==> src/rtl/demux_dispatch_pkg.sv <==
// Shared types and constants for the 1:4 demux dispatch controller.
package demux_dispatch_pkg;

  localparam int NUM_CH = 4;

  typedef enum logic {
    RUN   = 1'b0,
    DRAIN = 1'b1
  } state_t;

  typedef enum logic {
    MODE_ADDR = 1'b0,
    MODE_RR   = 1'b1
  } mode_t;

endpackage

==> src/rtl/demux_dispatch_slot.sv <==
// One output channel: a single-entry holding register with valid/ready handshake.
// Data reads as zero whenever the slot is empty.
module demux_dispatch_slot #(
  parameter int DATA_W = 4
) (
  input  logic              clk,
  input  logic              rst,
  input  logic              load,
  input  logic [DATA_W-1:0] din,
  input  logic              ready,
  output logic              valid,
  output logic [DATA_W-1:0] dout
);

  always_ff @(posedge clk or posedge rst) begin
    if (rst) begin
      valid <= 1'b0;
      dout  <= '0;
    end else if (load) begin
      valid <= 1'b1;
      dout  <= din;
    end else if (valid && ready) begin
      valid <= 1'b0;
      dout  <= '0;
    end
  end

endmodule

==> src/rtl/demux_dispatch_ctrl.sv <==
// 1:4 demux dispatch controller: target select, mode-change drain FSM, rr pointer, counter.
// Optional macro DEMUX_DISPATCH_RR_SKIP_EN: round-robin skips full, stalled channels.
//
//   state | meaning
//   RUN   | accepting words, cur_mode in effect
//   DRAIN | mode change pending; input blocked until all slots empty
module demux_dispatch_ctrl
  import demux_dispatch_pkg::*;
#(
  parameter int DATA_W = 4,
  parameter int CNT_W  = 8
) (
  input  logic              clk,
  input  logic              rst,
  input  logic              in_valid,
  output logic              in_ready,
  input  logic [DATA_W-1:0] in_data,
  input  logic [1:0]        in_dest,
  input  logic              mode_req,
  output logic [3:0]        out_valid,
  input  logic [3:0]        out_ready,
  output logic [DATA_W-1:0] out_data0,
  output logic [DATA_W-1:0] out_data1,
  output logic [DATA_W-1:0] out_data2,
  output logic [DATA_W-1:0] out_data3,
  output logic              cur_mode,
  output logic [1:0]        rr_ptr,
  output logic              draining,
  output logic [CNT_W-1:0]  accept_cnt
);

  state_t             state_q, state_d;
  mode_t              mode_q, req_mode;
  logic [1:0]         rr_q;
  logic [1:0]         tgt;
  logic               tgt_ok;
  logic               accept;
  logic [CNT_W-1:0]   cnt_q;
  logic [NUM_CH-1:0]  slot_free;
  logic [NUM_CH-1:0]  load;
  logic [DATA_W-1:0]  slot_dout [NUM_CH];

  assign req_mode  = mode_t'(mode_req);
  assign slot_free = ~out_valid | out_ready;

`ifdef DEMUX_DISPATCH_RR_SKIP_EN
  logic [1:0] idx;

  // Descending scan so the lowest offset from rr_q wins.
  always_comb begin
    idx    = '0;
    tgt    = in_dest;
    tgt_ok = slot_free[in_dest];
    if (mode_q == MODE_RR) begin
      tgt    = rr_q;
      tgt_ok = 1'b0;
      for (int i = NUM_CH - 1; i >= 0; i--) begin
        idx = 2'(rr_q + 2'(i));
        if (slot_free[idx]) begin
          tgt    = idx;
          tgt_ok = 1'b1;
        end
      end
    end
  end
`else
  always_comb begin
    tgt    = (mode_q == MODE_RR) ? rr_q : in_dest;
    tgt_ok = slot_free[tgt];
  end
`endif

  always_comb begin
    state_d  = state_q;
    in_ready = 1'b0;
    draining = 1'b0;
    case (state_q)
      RUN: begin
        if (req_mode != mode_q) state_d = DRAIN;
        else                    in_ready = tgt_ok;
      end
      DRAIN: begin
        draining = 1'b1;
        if (out_valid == '0) state_d = RUN;
      end
      default: state_d = RUN;
    endcase
  end

  assign accept = in_valid & in_ready;
  assign load   = NUM_CH'(accept) << tgt;

  always_ff @(posedge clk or posedge rst) begin
    if (rst) begin
      state_q <= RUN;
      mode_q  <= MODE_ADDR;
      rr_q    <= '0;
      cnt_q   <= '0;
    end else begin
      state_q <= state_d;
      // A reverted request still lands here: mode_q rewrites to itself, pointer restarts.
      if (state_q == DRAIN && state_d == RUN) begin
        mode_q <= req_mode;
        rr_q   <= '0;
      end else if (accept && mode_q == MODE_RR) begin
        rr_q <= 2'(tgt + 2'd1);
      end
      if (accept) cnt_q <= cnt_q + CNT_W'(1);
    end
  end

  for (genvar g = 0; g < NUM_CH; g++) begin : g_slot
    demux_dispatch_slot #(.DATA_W(DATA_W)) u_slot (
      .clk   (clk),
      .rst   (rst),
      .load  (load[g]),
      .din   (in_data),
      .ready (out_ready[g]),
      .valid (out_valid[g]),
      .dout  (slot_dout[g])
    );
  end

  assign out_data0  = slot_dout[0];
  assign out_data1  = slot_dout[1];
  assign out_data2  = slot_dout[2];
  assign out_data3  = slot_dout[3];
  assign cur_mode   = mode_q;
  assign rr_ptr     = rr_q;
  assign accept_cnt = cnt_q;

endmodule

==> config.mk <==
export PLATFORM = sky130hd
export DESIGN_NAME = demux_dispatch_ctrl
export DESIGN_NICKNAME = d
export VERILOG_FILES = /design/src/rtl/demux_dispatch_pkg.sv /design/src/rtl/demux_dispatch_slot.sv /design/src/rtl/demux_dispatch_ctrl.sv
export SDC_FILE = /design/constraint.sdc
export NUM_CORES = 1
export LEC_CHECK = 0
export CAP_MARGIN = 20
export CORE_ASPECT_RATIO = 1.75
export CORE_MARGIN = 8
export CORE_UTILIZATION = 41
export DETAILED_ROUTE_END_ITERATION = 12
export GPL_TIMING_DRIVEN = 1
export PLACE_DENSITY = 0.87
export SLEW_MARGIN = 5
export SYNTH_ARGS = -nofsm -noshare
export SYNTH_HDL_FRONTEND = slang
export SYNTH_SLANG_ARGS = --single-unit
==> constraint.sdc <==
create_clock -name clk -period 1.7 [get_ports clk]
set_input_delay 0.51 -clock clk [delete_from_list [all_inputs] [get_ports clk]]
set_output_delay 0.51 -clock clk [all_outputs]
set_load 0.02 [all_outputs]
==> metrics.txt <==
Peak VDD IR=a little under 1 mV; Logic pwr share=around half; synthesized flop and latch total=32; Die Span X=roughly 62 um; Pre-antenna DRT Iters=4; P_leak=around 1.2 nW; Crit. End Element=output pin; worst min path class=reg -> reg; CP startpoint kind=flip-flop; reg2reg start=cur_mode; worst-case clock skew=~9.9 ps; Final Max Slew Viols=0; DIE HEIGHT=96.3 um; worst-case clock buffer depth=2; Tightest Pin Transition=335 ps; Psw=~0.0015 W; period utilization=129%; vias in the first global route=1507; failing checks=negative setup slack; hold path depth=1; n_diodes=0; Total Routed Length=approximately 4200 um; Setup-failing EPs final=29; hold worst-path end=accept_cnt[7]; required time of the worst setup path=about 1200 ps; num rows=29; Routed wire per std cell=~16 um; Placed Cells=~260; Netlist cell types=32; drt via density=roughly 5.1; Buffers on Ports=between 40 and 50; core area=roughly 3600 um2; Area growth, synth to finish=63.2%; Max Fclk=between 400 and 500 MHz; gr ovfl total=0; CTS tree=yes; Hold Vio Cnt, Final=0; Synth warnings=0; R2R setup slack=-380 ps; share of cells above drive strength 1=between 30% and 40%; largest net degree at the start of global routing=33; global-route wire length before repair=about 6700 um; Post-synth ARST share=100%; switching share of power=38.0%; Util after Layout=around two thirds; clock root buffer=clkbuf_8; Post-route DRC=0; worst r2r path cells=9; DR vias=approximately 1400; Final Instance Count excl. Fillers=about 270; fin nets=240; MaxCap Viol Count=0; CTS Sinks=32; Power Dens Cells=around 1600 nW/um2; setup tns final=-6470 ps; run status=finished, violations left; Max-slew headroom=approximately 77%; Net Count, Synth=between 150 and 200; dpl hpwl=2960 um; total global routing track utilization=around 15%; fin crit period=about 2200 ps; post-synthesis sequential area ratio=approximately 53%; sequential share of power=29.9%; crit-path max FO=2; Final WS setup=-489 ps; RSZ-0062 raised after global routing=true; number of flops mapped to enable cells by yosys=0; CTS buffer count=5; starting density of the core=between 40% and 50%; Post-Syn Area=about 1500 um2; worst skew pair latency=280 ps; critical path class=reg -> out; die area=5960 um2; Synth Instances=150; DRT iter0 DRCs=18; initial antenna violation count=0; Routed Antenna Nets=0; Hold WS=roughly 460 ps; Main synth FF type=dfrtp_1; top cells by area, synth=dfrtp_1, nand2_1, o21ai_0, xnor2_1, mux2i_1; top-area cell type share of the netlist area=approximately 53%; arrival time at the worst endpoint=around 1700 ps; # hold bufs at CTS=0; CTS H-tree depth=2; worst r2r dst=accept_cnt[0]; gpl congestion=about 0.80; Clock Pin Slew Worst Setup and Hold Paths=approximately 70 ps; clock share of power=between 20% and 30%; synthesized area per cell=just over 10 um2; io pins=47; hold path startpoint=accept_cnt[7]; P_int=0.00244 W; post-synth top area cell=dfrtp_1
power groups by stage:
stage,sequential [W],clock [W],combinational [W]
after floorplan,0.00150,0,0.000660
after global placement,0.00119,0,0.00181
after detailed placement,0.00120,0,0.00184
after CTS,0.00118,0.000818,0.00188
after global routing,0.00121,0.000856,0.00209
final,0.00118,0.000803,0.00196
flip-flops by register name, indices dropped and copies added (netlist names):
name and cells:
g_slot.u_slot.dout 16, accept_cnt 8, g_slot.u_slot.valid 4, cur_mode 1, state_q 1, rr_ptr 2
worst max-delay path by stage:
stage | endpoint | depth (start not counted) | start | slack (ps)
global route | in_ready | 6 | cur_mode | -580
floorplan | in_ready | 6 | cur_mode | -390
CTS | in_ready | 6 | cur_mode | -520
detailed placement | in_ready | 7 | in_dest[1] | -1220
finish | in_ready | 6 | cur_mode | -490
global placement | in_ready | 7 | in_dest[1] | -1200
worst max-delay path: stages, from the launching register on:
cell and delay (ps):
dfrtp_2 390, mux2i_4 250, mux2_4 330, nor2_4 80
a21oi_2 40, nor3_2 140, buf_4 160
cell type report:
type                    count  area (um2)
flip-flops and latches     32         802
repair buffers             73         668
fillers                   276        1130
inverters                   5        18.8
clock buffers               7        96.3
well taps                  46        57.6
clock inverters             1        30.0
multi-input cells         108         793
stage by stage:
step / cell area (um2) / power, W / setup slack, ps
2_1_floorplan: 1550 / 0.00216 / -387
6_report: 2470 / 0.00394 / -489
3_5_place_dp: 2170 / 0.00304 / -1220
3_3_place_gp: 2170 / 0.00300 / -1200
4_1_cts: 2390 / 0.00387 / -516
5_1_grt: 2470 / 0.00416 / -577
synthesized netlist by cell type (all sizes together), types with 2 or more instances:
cell type and count:
mux2 4, nand3 11, clkbuf 2, and3 2, o21ai 16, nand2 27, mux2i 5, xor2 2
a21oi 4, nand2b 4, buf 6, nor2b 4, dfrtp 32, nor2 4, nand4 4, or2 2
inv 5, xnor2 6
cells in the final DEF, fill, tap and decap left out, types with 4 or more instances in the layout:
cell type        Yosys  final
nand2_1             27     23
dfrtp_1             32     31
dlygate4sd2_1        0     32
buf_4                4     17
mux2i_1              5      4
clkbuf_8             0      7
nand4_1              4      4
buf_6                2     10
nand3_1             10      8
o21ai_1              0     13
clkdlybuf4s50_1      0      8
inv_1                5      5
xnor2_1              6      6
what timing repair did:
item / CTS / global route
gates resized for setup: 81 / 22
pin swaps: 15 / 6
cloned: 2 / 1
setup endpoints to repair: 63 / 32
buffers inserted: 4 / 2
cell families after synthesis:
| group | synth area share [%] |
|---|---|
| compound gates | 7.95 |
| flops | 53.0 |
| buf+inv | 5.38 |
| xor+xnor | 4.64 |
| simple gates | 21.7 |
| mux | 6.54 |
| fa+ha+maj | 0.828 |
routing by layer:
layer  share of wire, %  vias up  global-route usage [%]
met5                  0        -                       0
met4                1.5        0                    5.16
met3                5.4        5                    4.95
met2                 58       36                    28.5
met1                 35      682                    15.0
li1                   -      667                       -
(Power assumes the default switching activity.)
